`src/rtl/gpio0_clkin_poller.sv`:
```
// Polls the two-bit clock-input PIO at a fixed rate, counts rising edges per channel
// over a gate window of polls, and exposes the results through a small CPU register slave.
module gpio0_clkin_poller #(
    parameter int POLL_DIV   = 50,
    parameter int GATE_POLLS = 1000,
    parameter int CNT_W      = 16
) (
    input  logic        clk,
    input  logic        reset,
    output logic [1:0]  pio_address,
    input  logic [1:0]  pio_readdata,
    input  logic [1:0]  s_address,
    input  logic        s_read,
    input  logic        s_write,
    input  logic [31:0] s_writedata,
    output logic [31:0] s_readdata,
    output logic        irq
);

    localparam int WAIT_W = $clog2(POLL_DIV);
    localparam int POLL_W = $clog2(GATE_POLLS + 1);
    localparam logic [WAIT_W-1:0] WAIT_LAST = WAIT_W'(POLL_DIV - 3);
    localparam logic [POLL_W-1:0] POLL_LAST = POLL_W'(GATE_POLLS - 1);
    localparam logic [CNT_W-1:0]  CNT_MAX   = '1;

    typedef enum logic [1:0] {
        S_IDLE,
        S_ISSUE,
        S_CAPTURE,
        S_WAIT
    } state_t;

    state_t             r_state;
    state_t             w_state_nxt;

    logic               r_enable;
    logic               r_irq_en;
    logic               r_done;
    logic [1:0]         r_sample;
    logic               r_first;
    logic [WAIT_W-1:0]  r_wait;
    logic [POLL_W-1:0]  r_poll;
    logic [CNT_W-1:0]   r_live0;
    logic [CNT_W-1:0]   r_live1;
    logic [CNT_W-1:0]   r_count0;
    logic [CNT_W-1:0]   r_count1;

    logic [1:0]         w_rise;
    logic               w_inc0;
    logic               w_inc1;
    logic [CNT_W-1:0]   w_live0_nxt;
    logic [CNT_W-1:0]   w_live1_nxt;
    logic               w_cap;
    logic               w_win_end;
    logic               w_ctrl_wr;
    logic               w_done_clr;
    logic [31:0]        w_cnt0_ext;
    logic [31:0]        w_cnt1_ext;
    logic [31:0]        w_rdata;
    logic               w_unused;

    assign w_unused = &{1'b0, s_writedata[31:2]};

    // ------------------------------------------------------------------
    // Poll sequencer
    // ------------------------------------------------------------------
    always_ff @(posedge clk or posedge reset) begin
        if (reset) r_state <= S_IDLE;
        else       r_state <= w_state_nxt;
    end

    always_comb begin
        w_state_nxt = r_state;
        pio_address = 2'd1;
        case (r_state)
            S_IDLE: begin
                if (r_enable) w_state_nxt = S_ISSUE;
            end
            S_ISSUE: begin
                pio_address = 2'd0;
                w_state_nxt = r_enable ? S_CAPTURE : S_IDLE;
            end
            S_CAPTURE: begin
                w_state_nxt = r_enable ? S_WAIT : S_IDLE;
            end
            S_WAIT: begin
                if (!r_enable)               w_state_nxt = S_IDLE;
                else if (r_wait == WAIT_LAST) w_state_nxt = S_ISSUE;
            end
            default: w_state_nxt = S_IDLE;
        endcase
    end

    // A capture seen with enable low is dropped: the FSM is leaving for IDLE.
    assign w_cap     = (r_state == S_CAPTURE) && r_enable;
    assign w_win_end = (r_poll == POLL_LAST);

    assign w_rise = pio_readdata & ~r_sample;
    assign w_inc0 = !r_first && w_rise[0] && (r_live0 != CNT_MAX);
    assign w_inc1 = !r_first && w_rise[1] && (r_live1 != CNT_MAX);
    assign w_live0_nxt = r_live0 + CNT_W'(w_inc0);
    assign w_live1_nxt = r_live1 + CNT_W'(w_inc1);

    always_ff @(posedge clk or posedge reset) begin
        if (reset) begin
            r_wait <= '0;
        end else if (r_state == S_WAIT) begin
            r_wait <= r_wait + WAIT_W'(1);
        end else begin
            r_wait <= '0;
        end
    end

    // ------------------------------------------------------------------
    // Sampling and edge counting
    // ------------------------------------------------------------------
    always_ff @(posedge clk or posedge reset) begin
        if (reset) begin
            r_sample <= '0;
            r_first  <= 1'b1;
            r_poll   <= '0;
            r_live0  <= '0;
            r_live1  <= '0;
            r_count0 <= '0;
            r_count1 <= '0;
        end else if (r_state == S_IDLE) begin
            r_first <= 1'b1;
            r_poll  <= '0;
            r_live0 <= '0;
            r_live1 <= '0;
        end else if (w_cap) begin
            r_sample <= pio_readdata;
            r_first  <= 1'b0;
            // prev sample survives the window boundary so no edge is lost
            if (w_win_end) begin
                r_count0 <= w_live0_nxt;
                r_count1 <= w_live1_nxt;
                r_live0  <= '0;
                r_live1  <= '0;
                r_poll   <= '0;
            end else begin
                r_live0 <= w_live0_nxt;
                r_live1 <= w_live1_nxt;
                r_poll  <= r_poll + POLL_W'(1);
            end
        end
    end

    // ------------------------------------------------------------------
    // CPU register slave
    // ------------------------------------------------------------------
    assign w_ctrl_wr  = s_write && (s_address == 2'd0);
    assign w_done_clr = s_write && (s_address == 2'd1) && s_writedata[0];

    always_ff @(posedge clk or posedge reset) begin
        if (reset) begin
            r_enable <= 1'b0;
            r_irq_en <= 1'b0;
        end else if (w_ctrl_wr) begin
            r_enable <= s_writedata[0];
            r_irq_en <= s_writedata[1];
        end
    end

    // Window completion beats a simultaneous clear.
    always_ff @(posedge clk or posedge reset) begin
        if (reset)                  r_done <= 1'b0;
        else if (w_cap && w_win_end) r_done <= 1'b1;
        else if (w_done_clr)         r_done <= 1'b0;
    end

    always_comb begin
        w_cnt0_ext = '0;
        w_cnt1_ext = '0;
        w_cnt0_ext[CNT_W-1:0] = r_count0;
        w_cnt1_ext[CNT_W-1:0] = r_count1;
    end

    always_comb begin
        w_rdata = '0;
        case (s_address)
            2'd0: w_rdata = {30'd0, r_irq_en, r_enable};
            2'd1: w_rdata = {28'd0, r_sample, 1'b0, r_done};
            2'd2: w_rdata = w_cnt0_ext;
            2'd3: w_rdata = w_cnt1_ext;
            default: w_rdata = '0;
        endcase
    end

    always_ff @(posedge clk or posedge reset) begin
        if (reset)       s_readdata <= '0;
        else if (s_read) s_readdata <= w_rdata;
    end

    assign irq = r_done && r_irq_en;

endmodule

```
`config.mk`:
```
export PLATFORM = sky130hd
export DESIGN_NAME = gpio0_clkin_poller
export DESIGN_NICKNAME = d
export VERILOG_FILES = /design/src/rtl/gpio0_clkin_poller.sv
export SDC_FILE = /design/constraint.sdc
export NUM_CORES = 1
export LEC_CHECK = 0
export CORE_UTILIZATION = 40
export CTS_CLUSTER_DIAMETER = 60
export CTS_CLUSTER_SIZE = 20
export DETAILED_ROUTE_END_ITERATION = 7
export MAX_ROUTING_LAYER = met4
export SETUP_SLACK_MARGIN = 0.2
export SLEW_MARGIN = 20
export SYNTH_ARGS = -nofsm -noshare
export SYNTH_HDL_FRONTEND = slang
export SYNTH_SLANG_ARGS = --single-unit
export TNS_END_PERCENT = 10
```
`constraint.sdc`:
```
create_clock -name clk -period 5.57 [get_ports clk]
set_input_delay 0.8355 -clock clk [delete_from_list [all_inputs] [get_ports clk]]
set_output_delay 0.8355 -clock clk [all_outputs]
set_load 0.01 [all_outputs]
```
# Yosys cells after proc, flatten, opt, wreduce, memory -nomap -nowiden
# Index checks and enable logic that the tools add are counted.
[totals] reg_bits=120 in_bits=40
[classes] add_sub_neg=4 n_eq_ne=12 n_mux=22 n_bitwise=3 reduce_logical=18
[ops] op="$pmux W32 S4" n=1
[ops] op="$mux W16" n=6
[ops] op="$add A16 B1 Y16" n=2
[ops] op="$ne A16 B16 Y1 const B" n=2
[ops] op="$mux W10" n=3
[ops] op="$add A10 B1 Y10 const B" n=1
[ops] op="$eq A10 B10 Y1 const B" n=1
[ops] op="$logic_and A1 B1 Y1" n=10
[ops] op="$mux W2" n=5
[ops] op="$eq A2 B2 Y1 const B" n=4
[ops] op="$pmux W2 S4" n=1
[ops] op="$add A6 B1 Y6 const B" n=1
[ops] op="$eq A6 B6 Y1 const B" n=1
[ops] op="$mux W6" n=1
[ops] op="$mux W1" n=5
[ops] op="$eq A2 B1 Y1 const B" n=2
[ops] op="$logic_not A2 Y1" n=2
[ops] op="$reduce_and A2 Y1" n=2
[ops] op="$reduce_bool A2 Y1" n=2
[ops] op="$ne A3 B3 Y1 const B" n=1
[ops] op="$reduce_and A3 Y1" n=1
[ops] op="$and A2 B2 Y2" n=1
[ops] op="$ne A2 B2 Y1 const B" n=1
[ops] op="$not A2 Y2" n=1
[ops] op="other kinds (2)" n=2

# Logic depth before layout (Yosys ltp)
[depth] ltp_word=8 mapped_depth=11 mapped_depth_nobuf=9

# Least setup slack after synthesis
# No wires, ideal clock.
[synth_timing] path_type="input to register" startpoint="in pio_readdata[1]" endpoint="reg r_live1[8]" setup_time_ns=0.138 t_arrival_ns=2.182 required_time_ns=5.432 slack_ns=3.250 path_stages=8 path_cell_list="nand2_1 -> a21oi_1 -> ha_1 -> ha_1 -> nand3_2 -> nor3_1 -> nand2b_1 -> a31oi_1"
[synth_via] elab_chain_cells=7
[synth_rtl] element="start: declaration" line="11" source="input logic [1:0] pio_readdata,"
[synth_rtl] element="$and A2 B2 Y2" line="98" source="assign w_rise = pio_readdata & ~r_sample;"
[synth_rtl] element="$logic_and A1 B1 Y1 (2 in series)" line="100" source="assign w_inc1 = !r_first && w_rise[1] && (r_live1 != CNT_MAX);"
[synth_rtl] element="$add A16 B1 Y16" line="102" source="assign w_live1_nxt = r_live1 + CNT_W'(w_inc1);"
[synth_rtl] element="$mux W16" line="135" source="if (w_win_end) begin"
[synth_rtl] element="$mux W16" line="131" source="end else if (w_cap) begin"
[synth_rtl] element="$mux W16" line="126" source="end else if (r_state == S_IDLE) begin"
[synth_rtl] element="end signal: assignment" line="143" source="r_live1 <= w_live1_nxt;"
[synth_rtl] element="end: declaration" line="44" source="logic [CNT_W-1:0] r_live1;"
# No other way between the ends. The select of a mux whose other input is x is not followed.
# A chain may end at the register's enable or synchronous reset.

# Worst setup path after layout
# Same ends and word-level chain as after synthesis.

==> run summary <==
Final Hold Fails - 0
GRT Residual Overflow - 0
RSZ-0062 raised after global routing - no
ratio of cells with drive above 1 in the final layout - 7.14%
Peak VDD IR - 149 µV
Top FF cell, synth - dfrtp_1
Via Count - 3875
Clock Sinks - 104
pwr/cell area - 278 nW/µm²
CP dominant cell by count - ha_1
drt pass-1 iters - 4
CP max stage cell - clkdlybuf4s50_1
Routability Congestion - 0.847
clock-pin transition on the worst setup and hold timing paths - 0.07 ns
hold_buf cts - 0
post-DR vias/cell - 5.26
largest net degree at the start of global routing - 77
CTS tree - yes
Static Leak - 2.56 nW
count of cell types in the netlist - 51
Core Rows - 42
DRC viols - 0
I/O Buffers - 27
# Post-CTS Setup Buffers - 0
core area - 13200 µm²
Filler cells - 1259
Initial Util - 40.8%
fin crit share - 50.5%
CP startpoint kind - primary input
initial antenna violation count - 0
CP cell instances - clkdlybuf4s50_1 -> nand2_1 -> a21oi_1 -> ha_1 -> ha_1 -> nand3_2 -> nor3_1 -> nand2b_1 -> a31oi_1
post-route design area - 5960 µm²
Yosys reg bits - 104
io pins - 75
status - complete, no violations
CP endpoint kind - flip-flop
CTS H-tree lvls - 3
Ys Warns - 0
pre-CTS WS - 2.39 ns
global-route wire length before repair - 18.6 mm
antenna diode count - 0
Crit path arrival time - 2.99 ns
CP Buf/Inv Count - 1
CTS resizes - 0
Post-synth EDFFs - 0
overall routing resource usage - 17.1%
Pins Over Slew Limit - 0
clk_skew - 0.0120 ns
dpl hpwl - 7.32 mm
Worst path max stage delay - 0.49 ns
worst-path fanout max - 8
Max Freq - 356 MHz
vias in the first global route - 3720
Crit Path Category - in -> reg
Area Overhead vs Synth - 10.7%
critical path's top delay family - simple AND/OR/NAND/NOR gates
CP Data Required Time - 5.75 ns
Slew @ Worst Pin - 1.09 ns
Mapped Area - 5390 µm²
total wire length - 10.8 mm
remaining antenna violation count after routing - 0
min setup slack post-route - 2.76 ns
Slew headroom - 27.3%
fin crit period - 2.81 ns
die width - 118 µm
Seq/Total Area, Yosys - 48.3%
fin nets - 602
sum of negative setup slack - 0 ns
post-DR wirelength/cell - 14.7 µm
Placed Instances - 720
clock tree root driver cell - clkbuf_16
Mapped Avg Cell Area - 9.81 µm²
Overall Power - 1.66 mW
Die Span Y - 118 µm
total die area - 13900 µm²
max_cap viols - 0
share of synthesized registers carrying an async set or reset - 100%
DR iter-0 viols - 261
final non-filler cell total - 736
hold crit path type - reg -> reg
final setup vio count - 0
Clock Latency Late Sink - 0.35 ns
Bufs on Longest Clock Path - 2
TritonCTS buffer count - 9
Post-DP Area - 5650 µm²
synthesized instance count - 549
cell type report:
| class | instances | area [µm²] | area share, % |
|---|---|---|---|
| Sequential cell | 104 | 2600 | 43.7 |
| Multi-Input combinational cell | 391 | 2450 | 41.2 |
| Timing Repair Buffer | 30 | 293 | 4.91 |
| Clock buffer | 12 | 267 | 4.47 |
| Tap cell | 176 | 220 | 3.69 |
| Inverter | 19 | 73.8 | 1.24 |
| Clock inverter | 4 | 51.3 | 0.860 |
stage by stage:
step                utilization, %  hold WS (ns)
global route                  45.2         0.500
CTS                           45.2         0.486
detailed placement            42.8         0.470
floorplan                        -         0.444
finish                        45.2         0.482
global placement              42.8         0.463
per-layer routing:
metal  vias to the layer above  global-route usage [%]  wire [µm]
met2                        67                    26.1       5080
met4                         0                    6.01        165
met1                      1875                    23.4       5300
met3                        11                    2.23        267
met5                         -                       -          0
li1                       1922                       -          -
cells by family (layout without fill, tap and decap cells):
| family | Yosys count | after routing | share of synthesized area [%] |
|---|---|---|---|
| adders and majority gates | 7 | 7 | 1.63 |
| buffers and inverters | 70 | 65 | 7.25 |
| xor gates and xnor gates | 34 | 34 | 5.53 |
| muxes | 25 | 25 | 5.06 |
| other | 1 | 17 | 0.0696 |
| and+or+nand+nor | 183 | 183 | 18.1 |
| AOI/OAI and AO/OA | 125 | 125 | 14.0 |
| DFF | 104 | 104 | 48.3 |
final timing paths:
check / slack [ns] / startpoint / endpoint / cells after the start
hold reg to reg: 0.48 / r_count1[7]$_DFFE_PP0P_ / r_count1[7]$_DFFE_PP0P_ / 2
min in group asynchronous: 1.05 / reset / r_wait[0]$_DFF_PP0_ / 2
hold / removal: 0.48 / r_count1[7]$_DFFE_PP0P_ / r_count1[7]$_DFFE_PP0P_ / 2
max in group asynchronous: 3.52 / reset / r_first$_DFFE_PP1P_ / 3
setup / recovery: 2.76 / pio_readdata[1] / r_live1[8]$_DFFE_PP0P_ / 9
setup reg to reg: 3.08 / r_live1[4]$_DFFE_PP0P_ / r_live1[8]$_DFFE_PP0P_ / 9
state kept, by name (all words and copies together) (netlist names), 2 cells and up:
name,flops
r_count0,16
r_count1,16
r_live0,16
r_live1,16
s_readdata,16
r_poll,10
r_wait,6
r_sample,2
r_state,2
worst reg2reg max path, cell delays in order (launching register included):
cell and delay (ns):
dfrtp_1 0.48, nand4_1 0.20, nor4_1 0.07, a21oi_1 0.14
ha_1 0.25, ha_1 0.30, nand3_2 0.23, nor3_1 0.42
nand2b_1 0.17, a31oi_1 0.09
cells in the final DEF, fill, tap and decap left out, types with 14 or more instances in the layout:
| cell | Yosys | routed |
|---|---|---|
| dfrtp_1 | 103 | 103 |
| conb_1 | 1 | 17 |
| nor2_1 | 20 | 19 |
| clkdlybuf4s50_1 | 0 | 27 |
| o21ai_0 | 30 | 30 |
| nand2_1 | 73 | 73 |
| inv_1 | 19 | 18 |
| a31oi_1 | 28 | 28 |
| xor2_1 | 14 | 14 |
| a21oi_1 | 22 | 22 |
| mux2i_1 | 16 | 16 |
| xnor2_1 | 20 | 20 |
| nand3_1 | 17 | 17 |
| o21ai_1 | 16 | 16 |
power by group:
group / internal [mW] / switching [mW] / total [mW]
Sequential: 0.785 / 0.0255 / 0.810
Combinational: 0.0685 / 0.115 / 0.183
Clock: 0.386 / 0.280 / 0.665
synth_stat cells (2+ instances only):
cell      number  area, µm²
buf_2         14       70.1
a41oi_1        5       43.8
ha_1           7       87.6
nor2b_1        2       12.5
mux2i_1       16        160
nand3_1       17       85.1
buf_1          2       7.51
a22oi_1        2       15.0
nand3b_1       3       22.5
mux2_2         5       56.3
and3_1         7       43.8
inv_1         19       71.3
nand4_1       12       75.1
nor4_1         5       31.3
o22ai_1       12       75.1
a21oi_1       22        110
xor2_1        14        123
a22o_1         5       43.8
and2_1         6       37.5
nor2_1        20       75.1
buf_4         17        128
nand2b_1      12       75.1
and4_1         9       78.8
nor3_1         3       15.0
o21ai_0       30        150
o21ai_1       16       80.1
nand2_1       73        274
mux2_1         3       33.8
dfrtp_1      103       2580
xnor2_1       20        175
a31oi_1       28        175
or2b_1         2       15.0
clkbuf_1      11       41.3
buf_6          6       67.6
nor4_2         5       62.6
No activity file was read; power rests on OpenSTA's default activity.
